[src/rtl/crumb_pkg.sv]
// Shared types and defaults for the crumb collector: FSM state encoding and
// the default word width / stall threshold.
package crumb_pkg;

  typedef enum logic [1:0] {
    StIdle  = 2'd0,
    StShift = 2'd1,
    StStall = 2'd2
  } crumb_state_e;

  localparam int unsigned DefWidth   = 8;
  localparam int unsigned DefTimeout = 16;

endpackage

[src/rtl/crumb_watchdog.sv]
// Rising-edge detector on the sampled crumb clock plus a stall watchdog that
// counts quiet, enabled cycles while the collector is shifting.
module crumb_watchdog
  import crumb_pkg::*;
#(
  parameter int unsigned TIMEOUT = DefTimeout
) (
  input  logic clk,
  input  logic rst_n,
  input  logic crumb_clk,
  input  logic crumb_en,
  input  logic i_armed,
  output logic rise,
  output logic timeout
);

  logic       r_prev;
  logic [7:0] r_wd;
  logic       w_inc;

  assign rise    = crumb_clk & ~r_prev;
  assign w_inc   = i_armed & crumb_en & ~rise;
  // Fires on the cycle whose increment would make the count reach TIMEOUT.
  assign timeout = w_inc && (r_wd == 8'(TIMEOUT - 1));

  always_ff @(posedge clk) begin
    if (!rst_n) begin
      r_prev <= 1'b0;
      r_wd   <= 8'd0;
    end else begin
      r_prev <= crumb_clk;
      if (w_inc && !timeout) begin
        r_wd <= r_wd + 8'd1;
      end else begin
        r_wd <= 8'd0;
      end
    end
  end

endmodule

[src/rtl/crumb_collector.sv]
// Assembles WIDTH-bit words from the last crumb stage's random bits, with a
// valid/ready output register and sticky overrun / phase / stall flags.
module crumb_collector
  import crumb_pkg::*;
#(
  parameter int unsigned WIDTH   = DefWidth,
  parameter int unsigned TIMEOUT = DefTimeout
) (
  input  logic             clk,
  input  logic             rst_n,
  input  logic             crumb_clk,
  input  logic             crumb_rst_n,
  input  logic             crumb_en,
  input  logic             crumb_rbit,
  input  logic             clr_err,
  output logic [WIDTH-1:0] out_data,
  output logic             out_valid,
  input  logic             out_ready,
  output logic             overrun,
  output logic             phase_err,
  output logic             stall_err
);

  localparam int unsigned CntW = $clog2(WIDTH);

  crumb_state_e     r_state;
  logic [WIDTH-1:0] r_shreg;
  logic [CntW-1:0]  r_cnt;
  logic [WIDTH-1:0] r_out_data;
  logic             r_out_valid;
  logic             r_overrun;
  logic             r_phase_err;
  logic             r_stall_err;

  logic             w_rise;
  logic             w_timeout;
  logic             w_accept;
  logic             w_complete;
  logic             w_load;
  logic             w_drop;
  logic             w_phase;
  logic             w_hs;
  logic [WIDTH-1:0] w_word;

  crumb_watchdog #(
    .TIMEOUT (TIMEOUT)
  ) u_watchdog (
    .clk       (clk),
    .rst_n     (rst_n),
    .crumb_clk (crumb_clk),
    .crumb_en  (crumb_en),
    .i_armed   (r_state == StShift),
    .rise      (w_rise),
    .timeout   (w_timeout)
  );

  assign w_accept   = w_rise && crumb_en && (r_state != StStall);
  assign w_word     = {r_shreg[WIDTH-2:0], crumb_rbit};
  // The bit count is always 0 in IDLE, so the first bit can never complete.
  assign w_complete = w_accept && (r_cnt == CntW'(WIDTH - 1));
  assign w_hs       = r_out_valid && out_ready;
  assign w_load     = w_complete && (!r_out_valid || out_ready);
  assign w_drop     = w_complete && r_out_valid && !out_ready;
  assign w_phase    = (r_state != StStall) && (crumb_rst_n != crumb_clk);

  always_ff @(posedge clk) begin
    if (!rst_n) begin
      r_state     <= StIdle;
      r_shreg     <= '0;
      r_cnt       <= '0;
      r_out_data  <= '0;
      r_out_valid <= 1'b0;
      r_overrun   <= 1'b0;
      r_phase_err <= 1'b0;
      r_stall_err <= 1'b0;
    end else begin
      case (r_state)
        StIdle:  if (w_accept) r_state <= StShift;
        StShift: if (w_timeout) r_state <= StStall;
        StStall: if (clr_err) r_state <= StIdle;
        default: r_state <= StIdle;
      endcase

      if (w_timeout) begin
        r_shreg <= '0;
        r_cnt   <= '0;
      end else if (w_accept) begin
        r_shreg <= w_word;
        r_cnt   <= w_complete ? '0 : r_cnt + 1'b1;
      end

      if (w_load) begin
        r_out_data  <= w_word;
        r_out_valid <= 1'b1;
      end else if (w_hs) begin
        r_out_valid <= 1'b0;
      end

      // Clear first; a new error in the same cycle overrides the clear.
      if (clr_err) begin
        r_overrun   <= 1'b0;
        r_phase_err <= 1'b0;
        r_stall_err <= 1'b0;
      end
      if (w_drop)    r_overrun   <= 1'b1;
      if (w_phase)   r_phase_err <= 1'b1;
      if (w_timeout) r_stall_err <= 1'b1;
    end
  end

  assign out_data  = r_out_data;
  assign out_valid = r_out_valid;
  assign overrun   = r_overrun;
  assign phase_err = r_phase_err;
  assign stall_err = r_stall_err;

endmodule

[config.mk]
export PLATFORM = sky130hd
export DESIGN_NAME = crumb_collector
export DESIGN_NICKNAME = d
export VERILOG_FILES = /design/src/rtl/crumb_pkg.sv /design/src/rtl/crumb_watchdog.sv /design/src/rtl/crumb_collector.sv
export SDC_FILE = /design/constraint.sdc
export NUM_CORES = 1
export LEC_CHECK = 0
export ABC_AREA = 1
export CORE_ASPECT_RATIO = 1.25
export CORE_MARGIN = 4
export CORE_UTILIZATION = 48
export CTS_BUF_LIST = sky130_fd_sc_hd__clkbuf_4 sky130_fd_sc_hd__clkbuf_8 sky130_fd_sc_hd__clkbuf_16
export CTS_CLUSTER_DIAMETER = 80
export DETAILED_ROUTE_END_ITERATION = 10
export PLACE_DENSITY = 0.74
export SLEW_MARGIN = 0
export SYNTH_ARGS = -nofsm -noshare
export SYNTH_HDL_FRONTEND = slang
export SYNTH_SLANG_ARGS = --single-unit
[constraint.sdc]
create_clock -name clk -period 1.4 [get_ports clk]
set_clock_uncertainty 0.1 [all_clocks]
set_input_delay 0.28 -clock clk [delete_from_list [all_inputs] [get_ports clk]]
set_output_delay 0.28 -clock clk [all_outputs]
set_load 0.02 [all_outputs]
Word level (Yosys, flattened, before mapping). Index checks and enable logic that the tools add are counted.

Bits in registers: 33. Input bits: 8. Logic and storage cells: 60.

$add $sub $neg: 2. Equality and inequality tests: 9. Mux-type cells: 11. Bitwise operators: 6. Reduce and logical (&&, ||, !) cells: 22.

Operator list (number): logical AND 1 bit (10); adder 8 x 1 -> 8 bit (second input constant) (1); equality test 8 x 4 -> 1 bit (second input constant) (1); inequality test 2 bit (second input constant) (4); nonzero test 2 bit (4); 2-to-1 mux 1 bit (6); 2-to-1 mux 2 bit (3); case mux 2 bit (3 select lines) (1); adder 3 x 1 -> 3 bit (second input constant) (1); AND 1 bit (3); equality test 3 bit (second input constant) (1); logical NOT 1 bit (3); 2-to-1 mux 3 bit (1); inverter 1 bit (3); AND reduction 3 bit (1); equality test 2 x 1 -> 1 bit (second input constant) (1); equality test 2 bit (second input constant) (1); logical NOT 2 bit (1); AND reduction 2 bit (1); OR reduction 2 bit (1); logical OR 1 bit (1); inequality test 1 bit (1).

Logic depth before layout (Yosys ltp).
Word-level depth: 8. Gate-level depth with buffers: 7.

By module. From an unflattened synthesis, not the netlist that was laid out.

Cells, all modules: 198. Area, all modules: 1493.9 um^2.

Modules (own cells, without submodules): crumb_collector (times used 1, cells each 129, area an instance 1043.5 um^2, sequential area each 480.5 um^2); crumb_watchdog (times used 1, cells each 69, area an instance 450.4 um^2, sequential area each 180.2 um^2).

Worst setup path after synthesis. OpenSTA, ideal clock, no wires.

Path kind: reg2reg. Start point: register u_watchdog.r_wd[0]. End point: register r_cnt[0]. Data arrival time: 1080 ps. Slack: 101 ps. Stages on the path, launching flop included: 7. Path buffers: 0. Clock period less this slack: 1299 ps. Cells stage by stage: dfxtp_1 > ha_1 > nand3_1 > nor2_1 > nand2_2 > nand2_4 > a21oi_2.

Cells in the longest elaborated chain, start to end: 3.

RTL lines: start: declaration (RTL line crumb_watchdog.sv:18) `logic [7:0] r_wd;`; start signal: assignment (RTL line crumb_watchdog.sv:33) `r_wd <= r_wd + 8'd1;`; equality test 8 x 4 -> 1 bit (RTL line crumb_watchdog.sv:24) `assign timeout = w_inc && (r_wd == 8'(TIMEOUT - 1));`; logical AND 1 bit (RTL line crumb_watchdog.sv:24); OR reduction 2 bit (no source line); end signal: assignment (RTL line crumb_collector.sv:89) `r_cnt <= w_complete ? '0 : r_cnt + 1'b1;`; end: declaration (RTL line crumb_collector.sv:28) `logic [CntW-1:0] r_cnt;`.

Every way passes these cells. A chain may end at the register's enable or synchronous reset.

Worst setup path after layout.
Start point: input crumb_en. End point: register r_shreg[4].

Cells in the longest elaborated chain, start to end: 4. Elaborated cells between the ends (all ways): 6.

RTL lines: start: declaration (RTL line crumb_collector.sv:13) `input logic crumb_en,`; AND 1 bit (2 in a row) (RTL line crumb_watchdog.sv:22) `assign w_inc = i_armed & crumb_en & ~rise;`; logical AND 1 bit (RTL line crumb_watchdog.sv:24); OR reduction 2 bit (no source line); end signal: assignment (RTL line crumb_collector.sv:88) `r_shreg <= w_word;`; end: declaration (RTL line crumb_collector.sv:27) `logic [WIDTH-1:0] r_shreg;`.

Parallel ways exist; a longest one is shown, timed or not.

==> flow_summary.json <==
{
  "die_w_um": 58.3,
  "rows": 22,
  "core_area_um2": 3000,
  "cts_buffer_depth": 2,
  "rsz0062_at_grt": "yes",
  "diodes": 0,
  "drt_iter0_drc": 37,
  "arrival_ps": 1530,
  "yosys_warnings": 0,
  "critPathSlowestCell": "clkdlybuf4s50_1",
  "hold_path_class": "reg2reg",
  "ys_seq_area_share_pct": 43.5,
  "root_buffer": "clkbuf_4",
  "netlist_area_um2": 1520,
  "synth_ff_type": "dfxtp_1",
  "startpoint_type": "primary input",
  "hold_viol_final": 0,
  "wl_um": 2890,
  "status": "complete, no violations",
  "htree_levels": 2,
  "synthCells": 196,
  "antenna_found_initial": 0,
  "synth_seq_cells": 33,
  "die_h_um": 70.9,
  "synth.avg_cell_area_um2": 7.75,
  "ys_async_sr_fraction_pct": 0,
  "synth_common_cells": "45 x nand2_1, 33 x dfxtp_1, 32 x inv_1",
  "fillers": 274,
  "fin_util_pct": 66.1,
  "power_leakage_nw": 0.796,
  "fmax_mhz": 720,
  "fin_setup_tns_ps": 0,
  "period_minus_slack_ps": 1390,
  "synth_largest_area_cell": "dfxtp_1",
  "slew_headroom_pct": 80.8,
  "cts_buffers": 5,
  "worstSetupPathType": "in2reg",
  "grt_use_total_pct": 15.6,
  "end_kind": "flop",
  "rr_endpoint": "r_shreg[4]",
  "slew_viol_final": 0,
  "required_ps": 1540,
  "finalNetCount": 250,
  "ios": 20,
  "rr_startpoint": "r_state[0]",
  "yosysTopAreaCellShare_pct": 43.5,
  "layout-drive-gt1-share_pct": 31.7,
  "die-area_um2": 4130,
  "grt_max_degree": 11,
  "grt_pass1_vias": 1246,
  "pre_cts_ws_ps": -290,
  "crit_buf_inv": 2,
  "via_per_inst": 4.70,
  "port-buffer-count": 19,
  "cap_violations": 0,
  "synth_edf_count": 0,
  "yosysMostFrequentCell": "nand2_1",
  "postSynthNetCount": 207,
  "syn_to_final_growth_pct": 30.5,
  "remaining_drc_errors": 0,
  "place_congestion": 0.806,
  "grt_overflow": 0,
  "initial_core_util_pct": 50.6,
  "total_power_mw": 1.71,
  "seqCellArea_um2": 661,
  "multi_input_area_um2": 738,
  "fin_cells": 276,
  "wl_per_cell_um": 10.5,
  "cp_cell_sequence": "clkdlybuf4s50_1 -> nand3_2 -> nor2_4 -> clkinvlp_2 -> nand2_1 -> a21oi_2",
  "endpoint": "r_shreg[4]",
  "ys_top_cells_by_area": "dfxtp_1 43%, nand2_1 11%, inv_1 7.9%",
  "finalSetupViolCount": 0,
  "period_share_pct": 99.2,
  "clock_latency_ps": 340,
  "dr.pass1.iters": 4,
  "crit_family": "buffers and inverters",
  "reg2reg_depth": 5,
  "rrSetupSlack_ps": 70,
  "cpPeakStageDelay_ps": 500,
  "worst_pin_slew_ps": 287,
  "grt_pass1_wl_um": 5090,
  "crit_path_max_fanout": 5,
  "worstSetupStartpoint": "crumb_en",
  "clock-sinks": 33,
  "cts_tree": "built",
  "setup_slack_ps": 11.4,
  "crit_cells": 6,
  "num_vias": 1296,
  "placed_cells": 265,
  "ant_nets": 0,
  "clk_pin_slew_ps": 110,
  "peakVddDrop_mv": 0.749,
  "p_per_area_nw_per_um2": 862,
  "hpwlAfterDp_um": 2040,
  "yosysUniqueCellTypes": 22
}
worst register-to-register path: cells and delay by family, from the launching register on:
kind / cells / cell delay (ps)
flops: 1 / 410
simple gates: 3 / 400
buf+inv: 1 / 260
compound gates: 1 / 60
cell families after synthesis:
| family | after synthesis | synth area share, % |
|---|---|---|
| AOI/OAI and AO/OA | 17 | 9.06 |
| adders and majority gates | 3 | 2.47 |
| buffers and inverters | 40 | 11.0 |
| and+or+nand+nor | 98 | 31.1 |
| DFF | 33 | 43.5 |
| xor gates and xnor gates | 5 | 2.88 |
through the flow:
step	hold slack, ps	instance area, um2
floorplan	273	1520
global placement	355	1880
detailed placement	357	1880
CTS	376	1960
global route	400	1980
finish	372	1980
worst min-delay path by stage:
stage                                   end  depth (start not counted)       start  slack, ps
after floorplan           u_watchdog.r_prev                          2   crumb_clk        270
after global placement            phase_err                          2   phase_err        360
after detailed placement          stall_err                          2   stall_err        360
after CTS                         stall_err                          2   stall_err        380
after global routing             r_shreg[6]                          2  r_shreg[6]        400
final                             stall_err                          2   stall_err        370
area by class of cell:
| type | count | share of cell area (%) |
|---|---|---|
| Multi-Input combinational cell | 123 | 37.2 |
| Inverter | 36 | 7.01 |
| Timing Repair Buffer | 39 | 16.4 |
| Clock buffer | 7 | 3.28 |
| Timing Repair inverter | 1 | 0.253 |
| Clock inverter | 1 | 0.253 |
| Tap cell | 36 | 2.27 |
| Sequential cell | 33 | 33.3 |
power breakdown:
group	total [mW]	leakage (nW)	internal [mW]	switching (mW)
Combinational	0.134	0.488	0.0626	0.0714
Sequential	0.956	0.267	0.949	0.00717
Clock	0.619	0.0413	0.291	0.328
Total	1.71	0.796	1.30	0.407
metal layers:
| layer | GRT usage [%] | part of all wire [%] |
|---|---|---|
| met4 | 8.76 | 1.6 |
| met1 | 19.0 | 44 |
| met5 | 0 | 0 |
| met2 | 24.3 | 50 |
| met3 | 4.38 | 4.4 |
repair_timing:
action,in CTS,in global routing
pin swaps,0,1
setup endpoints to repair,20,35
cloned,0,1
buffers inserted,0,2
resized for setup,26,19
hold buffers,0,0
sequential cells by signal (all words and copies together) (netlist names):
signal,cells
r_cnt,3
r_state,2
u_watchdog.r_prev,1
r_shreg,7
stall_err,1
u_watchdog.r_wd,8
phase_err,1
out_data,8
out_valid,1
overrun,1
placed cells by master, fill, tap and decap left out:
cell type / count
a21oi_2: 12
xor2_1: 2
nand4_1: 9
nand3_2: 3
clkinvlp_4: 1
nor2_2: 3
a21oi_1: 4
nand3b_2: 1
ha_2: 1
nand2_1: 45
nand3_1: 4
buf_4: 18
clkinvlp_2: 1
buf_12: 2
clkdlybuf4s15_2: 3
o211ai_4: 1
clkbuf_8: 2
nor2_4: 2
nor2_1: 25
inv_1: 31
clkdlybuf4s50_1: 7
clkbuf_4: 5
ha_4: 1
ha_1: 1
clkinv_2: 1
nand2_2: 3
clkbuf_2: 9
inv_2: 4
nand2_8: 1
dfxtp_1: 33
nand3_4: 2
xnor2_1: 3
Note: power is estimated with default switching activity, not from simulation.
